[config.mk]
export PLATFORM = sky130hd
export DESIGN_NAME = mmio_uart_responder_flat
export DESIGN_NICKNAME = d
export VERILOG_FILES = /design/src/rtl/mmio_pkg.sv /design/src/rtl/mmio_uart_responder_if.sv /design/src/rtl/mmio_uart_responder_sync_fifo.sv /design/src/rtl/mmio_uart_responder.sv /design/src/flat_wrapper.sv
export SDC_FILE = /design/constraint.sdc
export NUM_CORES = 1
export LEC_CHECK = 0
export CAP_MARGIN = 30
export CORE_ASPECT_RATIO = 1.75
export CORE_MARGIN = 5
export CORE_UTILIZATION = 54
export DETAILED_ROUTE_END_ITERATION = 8
export GPL_TIMING_DRIVEN = 0
export PLACE_DENSITY_LB_ADDON = 0.05
export SYNTH_ARGS = -nofsm -noshare
export SYNTH_HDL_FRONTEND = slang
export SYNTH_SLANG_ARGS = --single-unit
[constraint.sdc]
create_clock -name clk -period 3.51 [get_ports clk]
set_clock_uncertainty 0.1 [all_clocks]
set_input_delay 0.8775 -clock clk [delete_from_list [all_inputs] [get_ports clk]]
set_output_delay 0.8775 -clock clk [all_outputs]
set_load 0.1 [all_outputs]
[src/rtl/mmio_pkg.sv]
// Shared constants for the MMIO UART responder: register offsets, status bit
// positions and the IO window base used by the memory map.
package mmio_pkg;

    localparam logic [31:0] IO_BASE = 32'h8000_0000;

    // Register offsets, decoded from io_addr[4:2]
    localparam logic [2:0] RX_CTRL = 3'd0;
    localparam logic [2:0] RX_DATA = 3'd1;
    localparam logic [2:0] TX_CTRL = 3'd2;
    localparam logic [2:0] TX_DATA = 3'd3;
    localparam logic [2:0] CYCLE   = 3'd4;

    // Status bit positions inside RX_CTRL / TX_CTRL
    localparam int RX_NONEMPTY_BIT = 0;
    localparam int RX_OVF_BIT      = 1;
    localparam int TX_NOTFULL_BIT  = 0;
    localparam int TX_OVF_BIT      = 1;

    // Both control registers share the {ovf, ready} layout.
    function automatic logic [31:0] statusWord(input logic ovf, input logic ready);
        logic [31:0] word;
        word = '0;
        word[RX_OVF_BIT] = ovf;
        word[RX_NONEMPTY_BIT] = ready;
        return word;
    endfunction

endpackage

[src/rtl/mmio_uart_responder_if.sv]
// X-stage IO bus between the datapath (master) and the MMIO responder (slave).
interface mmio_uart_responder_if;
    logic        io_sel;
    logic [31:0] io_addr;
    logic [3:0]  io_we;
    logic [31:0] io_wdata;
    logic        io_re;
    logic [31:0] io_rdata;

    modport master (
        output io_sel, io_addr, io_we, io_wdata, io_re,
        input  io_rdata
    );

    modport slave (
        input  io_sel, io_addr, io_we, io_wdata, io_re,
        output io_rdata
    );
endinterface

[src/rtl/mmio_uart_responder_sync_fifo.sv]
// Small synchronous FIFO with a combinational head; a push into a full FIFO
// lands when a pop happens in the same cycle.
module sync_fifo #(
    parameter int WIDTH = 8,
    parameter int DEPTH = 8
) (
    input  logic             clk,
    input  logic             rst_n,
    input  logic             push,
    input  logic [WIDTH-1:0] pushData,
    input  logic             pop,
    output logic [WIDTH-1:0] head,
    output logic             full,
    output logic             empty
);
    localparam int AW = $clog2(DEPTH);
    localparam logic [AW:0] PTR_ONE = 1;

    logic [WIDTH-1:0] mem [DEPTH];
    logic [AW:0]      wrPtrReg;
    logic [AW:0]      rdPtrReg;
    logic             doPush;
    logic             doPop;

    // Extra MSB distinguishes full from empty when the index bits match.
    assign empty  = (wrPtrReg == rdPtrReg);
    assign full   = (wrPtrReg[AW] != rdPtrReg[AW]) &&
                    (wrPtrReg[AW-1:0] == rdPtrReg[AW-1:0]);
    assign doPop  = pop && !empty;
    assign doPush = push && (!full || doPop);

    always_ff @(posedge clk or negedge rst_n) begin
        if (!rst_n) begin
            wrPtrReg <= '0;
            rdPtrReg <= '0;
        end else begin
            if (doPush) begin
                wrPtrReg <= wrPtrReg + PTR_ONE;
            end
            if (doPop) begin
                rdPtrReg <= rdPtrReg + PTR_ONE;
            end
        end
    end

    always_ff @(posedge clk) begin
        if (doPush) begin
            mem[wrPtrReg[AW-1:0]] <= pushData;
        end
    end

    // Head is forced to zero while empty so stale storage never leaks out.
    assign head = empty ? '0 : mem[rdPtrReg[AW-1:0]];

endmodule

[src/rtl/mmio_uart_responder.sv]
// MMIO responder bridging single-cycle CPU loads/stores to UART byte FIFOs,
// plus a free-running cycle counter. Define MMIO_LOOPBACK_EN to route TX into RX.
module mmio_uart_responder
    import mmio_pkg::*;
#(
    parameter int RX_DEPTH  = 8,
    parameter int TX_DEPTH  = 8,
    parameter int CNT_WIDTH = 32
) (
    input  logic                         clk,
    input  logic                         rst_n,
    mmio_uart_responder_if.slave         bus,
    input  logic                         rx_in_valid,
    input  logic [7:0]                   rx_in_data,
    output logic                         rx_in_ready,
    output logic                         tx_out_valid,
    output logic [7:0]                   tx_out_data,
    input  logic                         tx_out_ready
);
    localparam logic [CNT_WIDTH-1:0] CNT_ONE = 1;

    logic [2:0]           offset;
    logic                 regWrite;
    logic                 regRead;

    logic                 rxPush;
    logic [7:0]           rxPushData;
    logic                 rxPop;
    logic [7:0]           rxHead;
    logic                 rxFull;
    logic                 rxEmpty;
    logic                 rxOvfSet;

    logic                 txPush;
    logic                 txPop;
    logic [7:0]           txHead;
    logic                 txFull;
    logic                 txEmpty;
    logic                 txOvfSet;

    logic                 rxOvfReg;
    logic                 rxOvfNext;
    logic                 txOvfReg;
    logic                 txOvfNext;
    logic [CNT_WIDTH-1:0] cycleCntReg;
    logic [CNT_WIDTH-1:0] cycleCntNext;

    logic                 unusedBits;

    assign offset   = bus.io_addr[4:2];
    assign regWrite = bus.io_sel && (|bus.io_we);
    assign regRead  = bus.io_sel && bus.io_re;

    assign rxPop  = regRead && (offset == RX_DATA);
    assign txPush = bus.io_sel && (offset == TX_DATA) && bus.io_we[0];

    assign rx_in_ready = 1'b1;
    assign tx_out_data = txHead;

`ifdef MMIO_LOOPBACK_EN
    logic loopMove;
    logic unusedUart;

    // At most one byte per cycle, and only when RX has room, so RX never overflows.
    assign loopMove     = !txEmpty && !rxFull;
    assign rxPush       = loopMove;
    assign rxPushData   = txHead;
    assign txPop        = loopMove;
    assign tx_out_valid = 1'b0;
    assign rxOvfSet     = 1'b0;
    assign unusedUart   = ^{rx_in_valid, rx_in_data, tx_out_ready};
`else
    assign rxPush       = rx_in_valid;
    assign rxPushData   = rx_in_data;
    assign txPop        = tx_out_ready;
    assign tx_out_valid = !txEmpty;
    // A pop in the same cycle makes room, so the byte is not lost.
    assign rxOvfSet     = rx_in_valid && rxFull && !rxPop;
`endif

    assign txOvfSet = txPush && txFull && !txPop;

    sync_fifo #(
        .WIDTH (8),
        .DEPTH (RX_DEPTH)
    ) rxFifo (
        .clk      (clk),
        .rst_n    (rst_n),
        .push     (rxPush),
        .pushData (rxPushData),
        .pop      (rxPop),
        .head     (rxHead),
        .full     (rxFull),
        .empty    (rxEmpty)
    );

    sync_fifo #(
        .WIDTH (8),
        .DEPTH (TX_DEPTH)
    ) txFifo (
        .clk      (clk),
        .rst_n    (rst_n),
        .push     (txPush),
        .pushData (bus.io_wdata[7:0]),
        .pop      (txPop),
        .head     (txHead),
        .full     (txFull),
        .empty    (txEmpty)
    );

    // Sticky flags: a set in the same cycle as a clear wins.
    always_comb begin
        rxOvfNext = rxOvfReg;
        txOvfNext = txOvfReg;
        if (regWrite && (offset == RX_CTRL)) begin
            rxOvfNext = 1'b0;
        end
        if (rxOvfSet) begin
            rxOvfNext = 1'b1;
        end
        if (regWrite && (offset == TX_CTRL)) begin
            txOvfNext = 1'b0;
        end
        if (txOvfSet) begin
            txOvfNext = 1'b1;
        end
    end

    always_comb begin
        cycleCntNext = cycleCntReg + CNT_ONE;
        if (regWrite && (offset == CYCLE)) begin
            cycleCntNext = '0;
        end
    end

    always_ff @(posedge clk or negedge rst_n) begin
        if (!rst_n) begin
            rxOvfReg    <= 1'b0;
            txOvfReg    <= 1'b0;
            cycleCntReg <= '0;
        end else begin
            rxOvfReg    <= rxOvfNext;
            txOvfReg    <= txOvfNext;
            cycleCntReg <= cycleCntNext;
        end
    end

    always_comb begin
        bus.io_rdata = '0;
        if (regRead) begin
            case (offset)
                RX_CTRL: bus.io_rdata = statusWord(rxOvfReg, !rxEmpty);
                RX_DATA: bus.io_rdata = {24'b0, rxHead};
                TX_CTRL: bus.io_rdata = statusWord(txOvfReg, !txFull);
                CYCLE:   bus.io_rdata = 32'(cycleCntReg);
                default: bus.io_rdata = '0;
            endcase
        end
    end

    // Address bits above the window and below word alignment are not decoded.
    assign unusedBits = ^{bus.io_addr[31:5], bus.io_addr[1:0], bus.io_wdata[31:8]};

endmodule

[src/flat_wrapper.sv]
// flat-port wrapper written by rule: the top's interface ports become plain ports
module mmio_uart_responder_flat import mmio_pkg::*;
#(
    parameter int RX_DEPTH  = 8,
    parameter int TX_DEPTH  = 8,
    parameter int CNT_WIDTH = 32
)
  (clk, rst_n, rx_in_valid, rx_in_data, rx_in_ready, tx_out_valid, tx_out_data, tx_out_ready, bus_io_sel, bus_io_addr, bus_io_we, bus_io_wdata, bus_io_re, bus_io_rdata);
  mmio_uart_responder_if bus_i ();
  input  logic clk;
  input  logic rst_n;
  input  logic rx_in_valid;
  input  logic [7:0] rx_in_data;
  output logic rx_in_ready;
  output logic tx_out_valid;
  output logic [7:0] tx_out_data;
  input  logic tx_out_ready;
  input wire logic [$bits(bus_i.io_sel)-1:0] bus_io_sel;
  input wire logic [$bits(bus_i.io_addr)-1:0] bus_io_addr;
  input wire logic [$bits(bus_i.io_we)-1:0] bus_io_we;
  input wire logic [$bits(bus_i.io_wdata)-1:0] bus_io_wdata;
  input wire logic [$bits(bus_i.io_re)-1:0] bus_io_re;
  output wire logic [$bits(bus_i.io_rdata)-1:0] bus_io_rdata;
  assign bus_i.io_sel = bus_io_sel;
  assign bus_i.io_addr = bus_io_addr;
  assign bus_i.io_we = bus_io_we;
  assign bus_i.io_wdata = bus_io_wdata;
  assign bus_i.io_re = bus_io_re;
  assign bus_io_rdata = bus_i.io_rdata;
  mmio_uart_responder #(.RX_DEPTH(RX_DEPTH), .TX_DEPTH(TX_DEPTH), .CNT_WIDTH(CNT_WIDTH)) u_core (.clk(clk), .rst_n(rst_n), .bus(bus_i), .rx_in_valid(rx_in_valid), .rx_in_data(rx_in_data), .rx_in_ready(rx_in_ready), .tx_out_valid(tx_out_valid), .tx_out_data(tx_out_data), .tx_out_ready(tx_out_ready));
endmodule
==> out/qor.yml, run 1 <==
max_cap_viol_count: 0
clk_pin_slew_ns: 0.07
clockBufferDepth: 2
grt_overflow_total: 0
wl_per_cell_um: 21.6
io_buffers: 67
powerDensity_nw_per_um2: 719
post-route-min-period_ns: 3.46
relSlewSlack_pct: 37.1
arrival_ns: 2.48
grt_pass1_vias: 5270
synthCells: 544
drc: 0
die_w_um: 102
cts-root-buf: "clkbuf_16"
routed_wl_mm: 17.9
clock_sinks: 178
ys.flop_type: "edfxtp_1"
power_mw: 6.95
worstPathCellList: "clkdlybuf4s15_2 -> or3b_4 -> a41oi_4 -> buf_6 -> nand2_1 -> a31oi_4 -> buf_12"
die_area_um2: 17400
netlist_area_um2: 7980
outcome: "complete, no violations"
antenna_found_initial: 0
final.setup.tns_ns: 0
worstHoldPathType: "in -> async"
syn_area_per_cell_um2: 14.7
gp_congestion: 0.849
slew_violations: 0
cp.required_ns: 2.53
p_leak_nw: 3.53
numCtsBuffers: 17
async_reset_ff_share_pct: 28.1
finalCritPeriodShare_pct: 98.6
io-pin-count: 124
rows: 58
syn_nets: 631
hold_viol_final: 0
insertion_delay_ns: 0.43
viasPerCell: 5.86
synth_seq_area_share_pct: 63.9
synth_top_area_share_pct: 48.2
areaGrowthSynthToFinish_pct: 21.2
yosys_warnings: 0
postCtsHoldBufs: 0
worstSetupPathType: "in -> out"
start_util_pct: 55.2
synth_edf_count: 128
grt_pass1_wl_mm: 28.4
cpMaxStageDelayCell: "or3b_4"
setup_viol: 0
max_slew.worst_pin.slew_ns: 0.939
drtIter0Drc: 174
hpwl_mm: 13.1
drive_gt1_share_pct: 28.2
cts_tree: "done"
grt.total_usage_pct: 21.9
vias: 4854
die-height_um: 171
core-area_um2: 14400
grt_max_degree: 37
synth_area_leaders: "edfxtp_1 (48%), dfrtp_1 (16%), mux4_2 (9.0%), and3_1 (2.4%), xnor2_1 (2.2%)"
ir_worst_vdd_mv: 0.441
yosysTopAreaCell: "edfxtp_1"
cp-start-kind: "input port"
drtPass1Iterations: 4
ys_seq_elements: 178
critPathMaxStageDelay_ns: 0.43
cts_htree_levels: 4
utilization_pct: 66.9
worstSetupEndpointType: "output pin"
worst_hold_slack_ns: 0.252
final_antenna_net_count: 0
cp_max_fo: 6
nets: 723
fmax_ghz: 0.289
synth_cell_types: 48
fill_cells: 1038
n_antenna_cell: 0
[metal layers]
metal / up-vias / global-route usage, % / wire length, µm / share of wire, %
li1: 2285 / - / - / -
met1: 2429 / 23.0 / 6320 / 35
met2: 104 / 41.9 / 10500 / 59
met3: 36 / 4.16 / 596 / 3.3
met4: 0 / 8.45 / 489 / 2.7
met5: - / 0 / 0 / 0
[stage by stage]
step | instance area (µm²) | setup WS, ns | instances
after global placement | 8950 | -1.52 | 791
after detailed placement | 9030 | -1.47 | 797
after global routing | 9670 | -0.00807 | 829
after floorplan | 8050 | -0.0657 | 544
final | 9670 | 0.0480 | 829
after CTS | 9590 | -0.00311 | 828
[worst max-delay path, delay by kind of cell]
kind / cells / cell delay, ns
AOI/OAI and AO/OA: 2 / 0.44
and+or+nand+nor: 2 / 0.52
buffers and inverters: 3 / 0.64
[registers in the layout, indices dropped and copies added (netlist names)]
signal,cells
u_core.cycleCntReg,32
u_core.rxFifo.mem,64
u_core.rxFifo.rdPtrReg,4
u_core.rxFifo.wrPtrReg,4
u_core.rxOvfReg,1
u_core.txFifo.mem,64
u_core.txFifo.rdPtrReg,4
u_core.txFifo.wrPtrReg,4
u_core.txOvfReg,1
[Yosys cell counts (2+ instances only)]
master	n
a21oi_1	10
a22o_1	2
a22oi_1	7
and2_1	5
and3_1	30
and4_1	2
buf_2	8
buf_6	4
clkbuf_1	20
dfrtp_1	50
edfxtp_1	128
ha_1	5
inv_1	10
mux2_2	11
mux2i_1	17
mux4_2	32
nand2_1	22
nand2b_1	14
nand3_1	19
nand3b_1	3
nand4_1	4
nor2_1	36
nor3_1	11
nor3b_1	2
nor4_1	13
o211ai_1	5
o21a_1	2
o21ai_0	3
o21ai_1	2
o21ai_2	2
o31ai_1	8
or3_4	2
or4_1	9
xnor2_1	20
xor2_1	13
[where the power goes]
group          leakage [nW]  switching, mW  total, mW  internal (mW)
sequential             1.81          0.215       2.73           2.51
combinational          1.45           1.57       2.44          0.872
clock                 0.260          0.842       1.77          0.930
[cell usage in the layout, fill, tap and decap left out, drive strengths merged, types with 3 or more instances in the layout]
| cell | n |
|---|---|
| nand2 | 22 |
| clkinv | 3 |
| a21oi | 10 |
| nor3 | 11 |
| ha | 5 |
| buf | 65 |
| o21ai | 7 |
| or4 | 9 |
| nand4 | 5 |
| o31ai | 8 |
| nand3 | 19 |
| nor4 | 13 |
| clkdlybuf4s50 | 24 |
| mux4 | 32 |
| clkbuf | 35 |
| edfxtp | 128 |
| inv | 17 |
| clkinvlp | 4 |
| nand2b | 14 |
| mux2 | 12 |
| xor2 | 13 |
| o211ai | 5 |
| xnor2 | 20 |
| nand3b | 3 |
| a22oi | 7 |
| nor2 | 36 |
| and2 | 5 |
| and3 | 31 |
| and4 | 3 |
| dfrtp | 50 |
| mux2i | 17 |
[repair_timing]
action                                  in CTS  in global routing
endpoints found under the setup margin      41                 32
setup buffers                                1                  1
endpoints found under the hold margin        0                  0
cloned                                       0                  1
resized for setup                          277                 18
pin swaps                                    0                  0
[cell families (layout without fill, tap and decap cells)]
kind of cell / after synthesis / count (layout) / synth area share, %
AOI/OAI and AO/OA: 45 / 45 / 3.89
xor gates and xnor gates: 33 / 33 / 3.62
adders and majority gates: 5 / 5 / 0.784
buffers and inverters: 44 / 149 / 2.62
DFF: 178 / 178 / 63.9
muxes: 61 / 61 / 12.9
other: 1 / 1 / 0.0470
and+or+nand+nor: 177 / 177 / 12.3
[layout make-up]
cell class	count	area [µm²]	share of cell area, %
sequential	178	5100	52.7
multi-input combinational	322	2870	29.7
timing repair buffer	76	683	7.07
clock buffer	18	429	4.44
tap	180	225	2.33
buffer	31	204	2.11
clock inverter	14	124	1.28
inverter	10	37.5	0.388
[path summary, 6_finish.rpt]
check	from	end	slack, ns	depth (start not counted)
max in group asynchronous	rst_n	u_core.rxFifo.rdPtrReg[2]	2.53	2
min in group clk	u_core.txFifo.wrPtrReg[3]	u_core.txFifo.wrPtrReg[3]	0.40	1
min	rst_n	u_core.cycleCntReg[17]	0.25	1
min reg2reg	u_core.txFifo.wrPtrReg[3]	u_core.txFifo.wrPtrReg[3]	0.40	1
max	bus_io_addr[2]	bus_io_rdata[0]	0.05	7
max reg2reg	u_core.txFifo.wrPtrReg[0]	u_core.txFifo.mem[4][1]	0.86	6
(Power assumes the default switching activity.)
==> run 2, diff against run 1 <==
- CORE_UTILIZATION: 54 -> 56
- CTS_BUF_LIST: default -> sky130_fd_sc_hd__clkbuf_8
==> run 2 against run 1 <==
  * Count of clock-buffer cells in the layout up 1
  * Global-route usage is 0.39 points lower
  * Cell count is 0.36% higher
  * Clock power decreased by 21%
  * Largest cell class unchanged
  * Highest routed layer unchanged
==> out/qor.yml, run 2 (synthesized netlist as in run 1, its figures left out) <==
post-route-min-period_ns: 3.43  # was 3.46 ns
internal_power_mw: 4.10  # was 4.32 mW
dp_cells: 795  # was 797
cts-root-buf: "clkbuf_8"  # was clkbuf_16
final_common_cell: "edfxtp_1"  # unchanged
finalCritPeriodShare_pct: 97.7  # was 98.6%
cp_max_fo: 6  # unchanged
cp.required_ns: 2.53  # about the same
p_leak_nw: 3.51  # was 3.53 nW
clk_pin_slew_ns: 0.09  # was 0.07 ns
insertion_delay_ns: 0.45  # was 0.43 ns
max_slew.worst_pin.slew_ns: 1.02  # was 0.939 ns
cp-start-kind: "input port"  # unchanged
areaGrowthSynthToFinish_pct: 19.6  # was 21.2%
drc: 0  # unchanged
drtPass1Iterations: 4  # unchanged
setup_viol: 0  # unchanged
p_sw_mw: 2.48  # was 2.63 mW
drtIter0Drc: 211  # was 174
grt_pass1_wl_mm: 27.4  # was 28.4 mm
final_cells: 832  # was 829
grt.total_usage_pct: 21.5  # was 21.9%
io-pin-count: 124  # unchanged
worstSetupEndpointType: "output pin"  # unchanged
wl_per_cell_um: 20.6  # was 21.6 µm
clockBufferDepth: 2  # unchanged
postCtsHoldBufs: 0  # unchanged
gp_congestion: 0.799  # was 0.849
rows: 57  # was 58
die_w_um: 100  # was 102 µm
fmax_ghz: 0.292  # was 0.289 GHz
clockPowerShare_pct: 21.2  # was 25.5%
outcome: "complete, no violations"  # unchanged
nets: 729  # was 723
final_antenna_net_count: 0  # unchanged
cts_tree: "done"  # unchanged
cts_htree_levels: 4  # unchanged
drive_gt1_share_pct: 28.9  # was 28.2%
vias: 4853  # was 4854
worstSetupPathType: "in -> out"  # unchanged
relSlewSlack_pct: 31.4  # was 37.1%
powerDensity_nw_per_um2: 690  # was 719 nW/µm²
ff_latch_area_um2: 5100  # unchanged
start_util_pct: 57.1  # was 55.2%
p_seq_share_pct: 41.6  # was 39.3%
grt_overflow_total: 0  # unchanged
arrival_ns: 2.45  # was 2.48 ns
max_cap_viol_count: 0  # unchanged
io_buffers: 67  # unchanged
slew_violations: 0  # unchanged
core-area_um2: 14000  # was 14400 µm²
clock_sinks: 178  # unchanged
ir_worst_vdd_mv: 0.444  # was 0.441 mV
grt_pass1_vias: 5205  # was 5270
hold_viol_final: 0  # unchanged
final_cell_mix: "edfxtp_1 (128), dfrtp_1 (49), buf_4 (37)"  # was edfxtp_1 (128), dfrtp_1 (49), buf_4 (33)
multi_input_area_um2: 2850  # was 2870 µm²
routed_wl_mm: 17.2  # was 17.9 mm
swShare_pct: 37.7  # was 37.9%
grt_max_degree: 35  # was 37
n_antenna_cell: 0  # unchanged
die_area_um2: 16800  # was 17400 µm²
hpwl_mm: 12.6  # was 13.1 mm
worstHoldPathType: "in -> async"  # unchanged
utilization_pct: 68.3  # was 66.9%
p_comb_share_pct: 37.2  # was 35.2%
fill_cells: 1033  # was 1038
viasPerCell: 5.83  # was 5.86
numCtsBuffers: 17  # unchanged
die-height_um: 168  # was 171 µm
antenna_found_initial: 0  # unchanged
## run 2: changes by cell type in the layout (fill, tap and decap cells not counted), sizes merged
cell	change
buf	+6
clkbuf	+1
bufinv	+2
clkinvlp	-3
## run 2: worst paths after layout
path                                      startpoint                   endpoint  slack, ns  depth (start not counted)
max                                   bus_io_addr[2]            bus_io_rdata[6]       0.08                          8
min                                            rst_n     u_core.cycleCntReg[26]       0.26                          1
max reg2reg                u_core.rxFifo.wrPtrReg[2]    u_core.rxFifo.mem[2][1]       0.90                          6
min reg2reg                u_core.txFifo.rdPtrReg[3]  u_core.txFifo.rdPtrReg[3]       0.40                          1
max in group asynchronous                      rst_n  u_core.rxFifo.rdPtrReg[2]       2.49                          2
min in group clk           u_core.txFifo.rdPtrReg[3]  u_core.txFifo.rdPtrReg[3]       0.40                          1
## run 2: power by group through the flow
stage / Combinational [mW] / Clock [mW] / Sequential [mW]
global placement: 2.40 / 0 / 2.71
CTS: 2.48 / 1.43 / 2.70
global route: 2.63 / 1.52 / 2.77
floorplan: 1.93 / 0 / 2.68
finish: 2.45 / 1.39 / 2.73
detailed placement: 2.48 / 0 / 2.73
## run 2: worst max-delay path, stage by stage
cell and delay, ns:
clkdlybuf4s15_2 0.27, or3b_4 0.42, a41oi_2 0.23, buf_4 0.19, buf_4 0.11, a22oi_2 0.05, nor2_4 0.12, buf_12 0.18
## run 2: cell type report
type / count / share of cell area, %
flip-flops and latches: 178 / 53.4
multi-input cells: 322 / 29.8
repair buffers: 83 / 7.70
clock buffers: 19 / 2.74
well taps: 177 / 2.32
plain buffers: 30 / 2.18
clock inverters: 13 / 1.40
inverters: 10 / 0.393
## run 2: per-layer routing
layer	part of all wire [%]	track usage, %	wire [µm]
met5	0	0	0
met4	1.6	7.04	272
met3	3.4	3.56	587
met2	61	42.5	10400
met1	34	22.2	5900
## run 2: timing repair
| item | 4_1_cts | 5_1_grt |
|---|---|---|
| setup endpoints to repair | 41 | 41 |
| gates resized for setup | 286 | 10 |
| hold endpoints to repair | 0 | 0 |
| gates cloned | 1 | 0 |
| setup buffers | 3 | 5 |
## run 2: metrics by stage
step	power, mW	TNS, ns	hold WS [ns]	setup WS, ns	cell area, µm²
after floorplan	4.61	-0.0657	0.362	-0.0657	8050
final	6.58	0	0.256	0.0824	9540
after detailed placement	5.20	-55.34	0.384	-1.63	9030
after global routing	6.91	-0.00241	0.259	-0.00241	9540
after CTS	6.60	0	0.245	0.00390	9490
after global placement	5.12	-94.33	0.378	-1.58	8950
==> run 3, diff against run 2 <==
- SYNTH_HIERARCHICAL: default -> 1
==> run 3 against run 2 <==
  * The run now ends with setup timing left
  * Register-to-register slack better by 0.10 ns
  * First-iteration DRC count up 6.6%
  * Count of clock-buffer cells in the layout down 2
  * Worst hold slack worse by 0.037 ns
  * Largest cell class unchanged
  * Area after synthesis up 3.8%
  * Highest routed layer unchanged
  * Sequential power down 1%
  * Fmax down 6.6%
  * Cell count up 4.0%
  * Via count up 5.0%
==> out/qor.yml, run 3 <==
clk_pin_slew_ns: 0.11  # was 0.09 ns
synth_edf_count: 128  # unchanged
antenna_found_initial: 0  # unchanged
worstSetupEndpointType: "output pin"  # unchanged
rows: 58  # was 57
drc: 0  # unchanged
worstReg2RegEnd: "u_core/rxFifo/mem[5][2]"  # was u_core.rxFifo.mem[2][1]
synth_area_leaders: "edfxtp_1 (46%), dfrtp_1 (15%), mux4_2 (6.0%), mux4_1 (3.2%), nor2_1 (2.2%)"  # was edfxtp_1 (48%), dfrtp_1 (16%), mux4_2 (9.0%), and3_1 (2.4%), xnor2_1 (2.2%)
synth_top_area_share_pct: 46.4  # was 48.2%
die_w_um: 102  # was 100 µm
yosys_warnings: 6  # was 0
grt_overflow_total: 0  # unchanged
gp_congestion: 0.805  # was 0.799
numCtsBuffers: 17  # unchanged
cp.depth: 10  # was 8
drive_gt1_share_pct: 29.3  # was 28.9%
worstSetupPathType: "reg -> out"  # was in -> out
yosysTopAreaCell: "edfxtp_1"  # unchanged
p_leak_nw: 3.64  # was 3.51 nW
final_cell_mix: "edfxtp_1 (128), dfrtp_1 (50), nor2_1 (37)"  # was edfxtp_1 (128), dfrtp_1 (49), buf_4 (37)
crit_buf_inv: 3  # was 4
netlist_area_um2: 8280  # was 7980 µm²
io-pin-count: 124  # unchanged
setup_ws_ns: -0.161  # was 0.0824 ns
grt-busiest-layer: "met2"  # unchanged
worstPathCellList: "buf_12 -> buf_6 -> mux4_2 -> mux2i_4 -> nor2_1 -> mux2_4 -> a22oi_2 -> o32a_1 -> nor2_2 -> buf_12"  # was clkdlybuf4s15_2 -> or3b_4 -> a41oi_2 -> buf_4 -> buf_4 -> a22oi_2 -> nor2_4 -> buf_12
r2r_setup_slack_ns: 1.00  # was 0.90 ns
r2r_start: "u_core/rxFifo/rdPtrReg[0]"  # was u_core.rxFifo.wrPtrReg[2]
grt_util_met3_pct: 3.79  # was 3.56%
core-area_um2: 14400  # was 14000 µm²
cts_htree_levels: 4  # unchanged
synth_cell_types: 54  # was 48
clock_sinks: 178  # unchanged
power_mw: 7.25  # was 6.58 mW
clockBufferDepth: 2  # unchanged
grt_pass1_vias: 5346  # was 5205
cp.required_ns: 2.53  # about the same
vias: 5097  # was 4853
max_slew.worst_pin.slew_ns: 0.980  # was 1.02 ns
cp_max_fo: 6  # unchanged
start_util_pct: 57.3  # was 57.1%
cpMostUsedCell: "buf_12"  # was buf_4
critPathMaxStageDelay_ns: 0.53  # was 0.42 ns
ir_worst_vdd_mv: 0.417  # was 0.444 mV
cp-start-kind: "flop"  # was input port
grtUsageMet1_pct: 24.8  # was 22.2%
insertion_delay_ns: 0.45  # about the same
endpoint: "bus_io_rdata[1]"  # was bus_io_rdata[6]
grt_max_degree: 38  # was 35
met2_usage_pct: 40.4  # was 42.5%
relSlewSlack_pct: 34.1  # was 31.4%
max_cap_viol_count: 0  # unchanged
synth_common_cells: "edfxtp_1 (128), dfrtp_1 (50), nor2_1 (49), nand2_1 (28), and2_1 (24)"  # was edfxtp_1 (128), dfrtp_1 (50), nor2_1 (36), mux4_2 (32), and3_1 (30)
viasPerCell: 5.89  # was 5.83
syn_area_per_cell_um2: 14.6  # was 14.7 µm²
hpwl_mm: 12.9  # was 12.6 mm
ys.flop_type: "edfxtp_1"  # unchanged
drtIter0Drc: 225  # was 211
synth_most_common_cell: "edfxtp_1"  # unchanged
async_reset_ff_share_pct: 28.1  # unchanged
cpMaxStageDelayCell: "mux4_2"  # was or3b_4
crit_start: "u_core/rxFifo/rdPtrReg[0]"  # was bus_io_addr[2]
final_cells: 865  # was 832
cts_tree: "done"  # unchanged
routed_wl_mm: 17.9  # was 17.2 mm
areaGrowthSynthToFinish_pct: 21.2  # was 19.6%
hold_viol_final: 0  # unchanged
die_area_um2: 17400  # was 16800 µm²
die-height_um: 171  # was 168 µm
nets: 759  # was 729
powerDensity_nw_per_um2: 722  # was 690 nW/µm²
wl_per_cell_um: 20.7  # was 20.6 µm
post-route-min-period_ns: 3.67  # was 3.43 ns
reg2reg_depth: 6  # unchanged
drtPass1Iterations: 4  # unchanged
crit_family: "multiplexers"  # was buffers and inverters
setup_viol: 27  # was 0
fmax_ghz: 0.272  # was 0.292 GHz
grt_pass1_wl_mm: 28.2  # was 27.4 mm
synthCells: 566  # was 544
final_antenna_net_count: 0  # unchanged
io_buffers: 68  # was 67
rsz0062_at_grt: "yes"
worstHoldPathType: "in -> async"  # unchanged
syn_nets: 653  # was 631
grt.total_usage_pct: 21.7  # was 21.5%
final_common_cell: "edfxtp_1"  # unchanged
n_antenna_cell: 0  # unchanged
finalCritPeriodShare_pct: 105  # was 97.7%
dp_cells: 826  # was 795
arrival_ns: 2.69  # was 2.45 ns
cts-root-buf: "clkbuf_8"  # unchanged
ys_seq_elements: 178  # unchanged
violations: "setup timing"
slew_violations: 0  # unchanged
outcome: "finished with violations"  # was complete, no violations
synth_seq_area_share_pct: 61.5  # was 63.9%
-- run 3: cell count changes after synthesis, moves of 10 or more --
cell and delta:
and3_1 -22, and2_1 +19, nor2_1 +13, xnor2_1 -11, mux4_1 +10, mux4_2 -10
-- run 3: logic make-up (layout without fill, tap and decap cells) --
kind of cell | after synthesis | in the layout | synth area share [%]
AO/OA/AOI/OAI | 61 | 61 | 5.26
XOR/XNOR | 27 | 27 | 4.13
adder cells (fa/ha/maj) | 5 | 5 | 0.756
buffers and inverters | 42 | 161 | 2.99
flip-flops | 178 | 178 | 61.5
multiplexers | 53 | 53 | 11.9
other | 1 | 1 | 0.0453
AND/OR/NAND/NOR | 199 | 199 | 13.4
-- run 3: repair_timing --
item,CTS,global route
pin swaps,7,1
hold endpoints to repair,0,0
setup buffers,7,0
hold buffers,0,0
resized for setup,291,30
setup endpoints to repair,75,77
-- run 3: metal layers --
layer	vias to the layer above	wire length (µm)
met1	2600	6790
met4	0	243
met2	87	10300
met5	-	0
met3	20	614
li1	2390	-
-- run 3: worst min-delay path by stage --
stage | start | to | slack, ns | cells past startpoint
2_1_floorplan | u_core/rxOvfReg | u_core/rxOvfReg | 0.35 | 1
3_3_place_gp | u_core/rxOvfReg | u_core/rxOvfReg | 0.38 | 1
3_5_place_dp | u_core/rxOvfReg | u_core/rxOvfReg | 0.38 | 1
4_1_cts | rst_n | u_core/cycleCntReg[21] | 0.21 | 1
5_1_grt | rst_n | u_core/cycleCntReg[23] | 0.21 | 1
6_report | rst_n | u_core/cycleCntReg[21] | 0.22 | 1
-- run 3: per-stage QoR --
| stage | setup slack [ns] | setup TNS [ns] | hold WS [ns] | instance area (µm²) | util [%] |
|---|---|---|---|---|---|
| 2_1_floorplan | -0.0459 | -0.0459 | 0.352 | 8320 | - |
| 3_3_place_gp | -1.59 | -166.45 | 0.384 | 9220 | 63.9 |
| 3_5_place_dp | -1.47 | -80.97 | 0.379 | 9380 | 64.9 |
| 4_1_cts | -0.195 | -3.25 | 0.208 | 10000 | 69.5 |
| 5_1_grt | -0.265 | -5.70 | 0.213 | 10000 | 69.5 |
| 6_report | -0.161 | -2.00 | 0.219 | 10000 | 69.5 |
-- run 3: report_power, final --
part,internal [mW],leakage (nW),switching [mW]
Sequential,2.52,1.82,0.172
Combinational,1.21,1.62,1.97
Clock,0.538,0.205,0.833
-- run 3: cell type report --
cell class,instances,area [µm²]
Timing Repair Buffer,87,885
Buffer,34,249
Clock inverter,15,166
Multi-Input combinational cell,346,3150
Inverter,8,30.0
Sequential cell,178,5090
Tap cell,180,225
Clock buffer,17,234
Fill cell,1026,4410
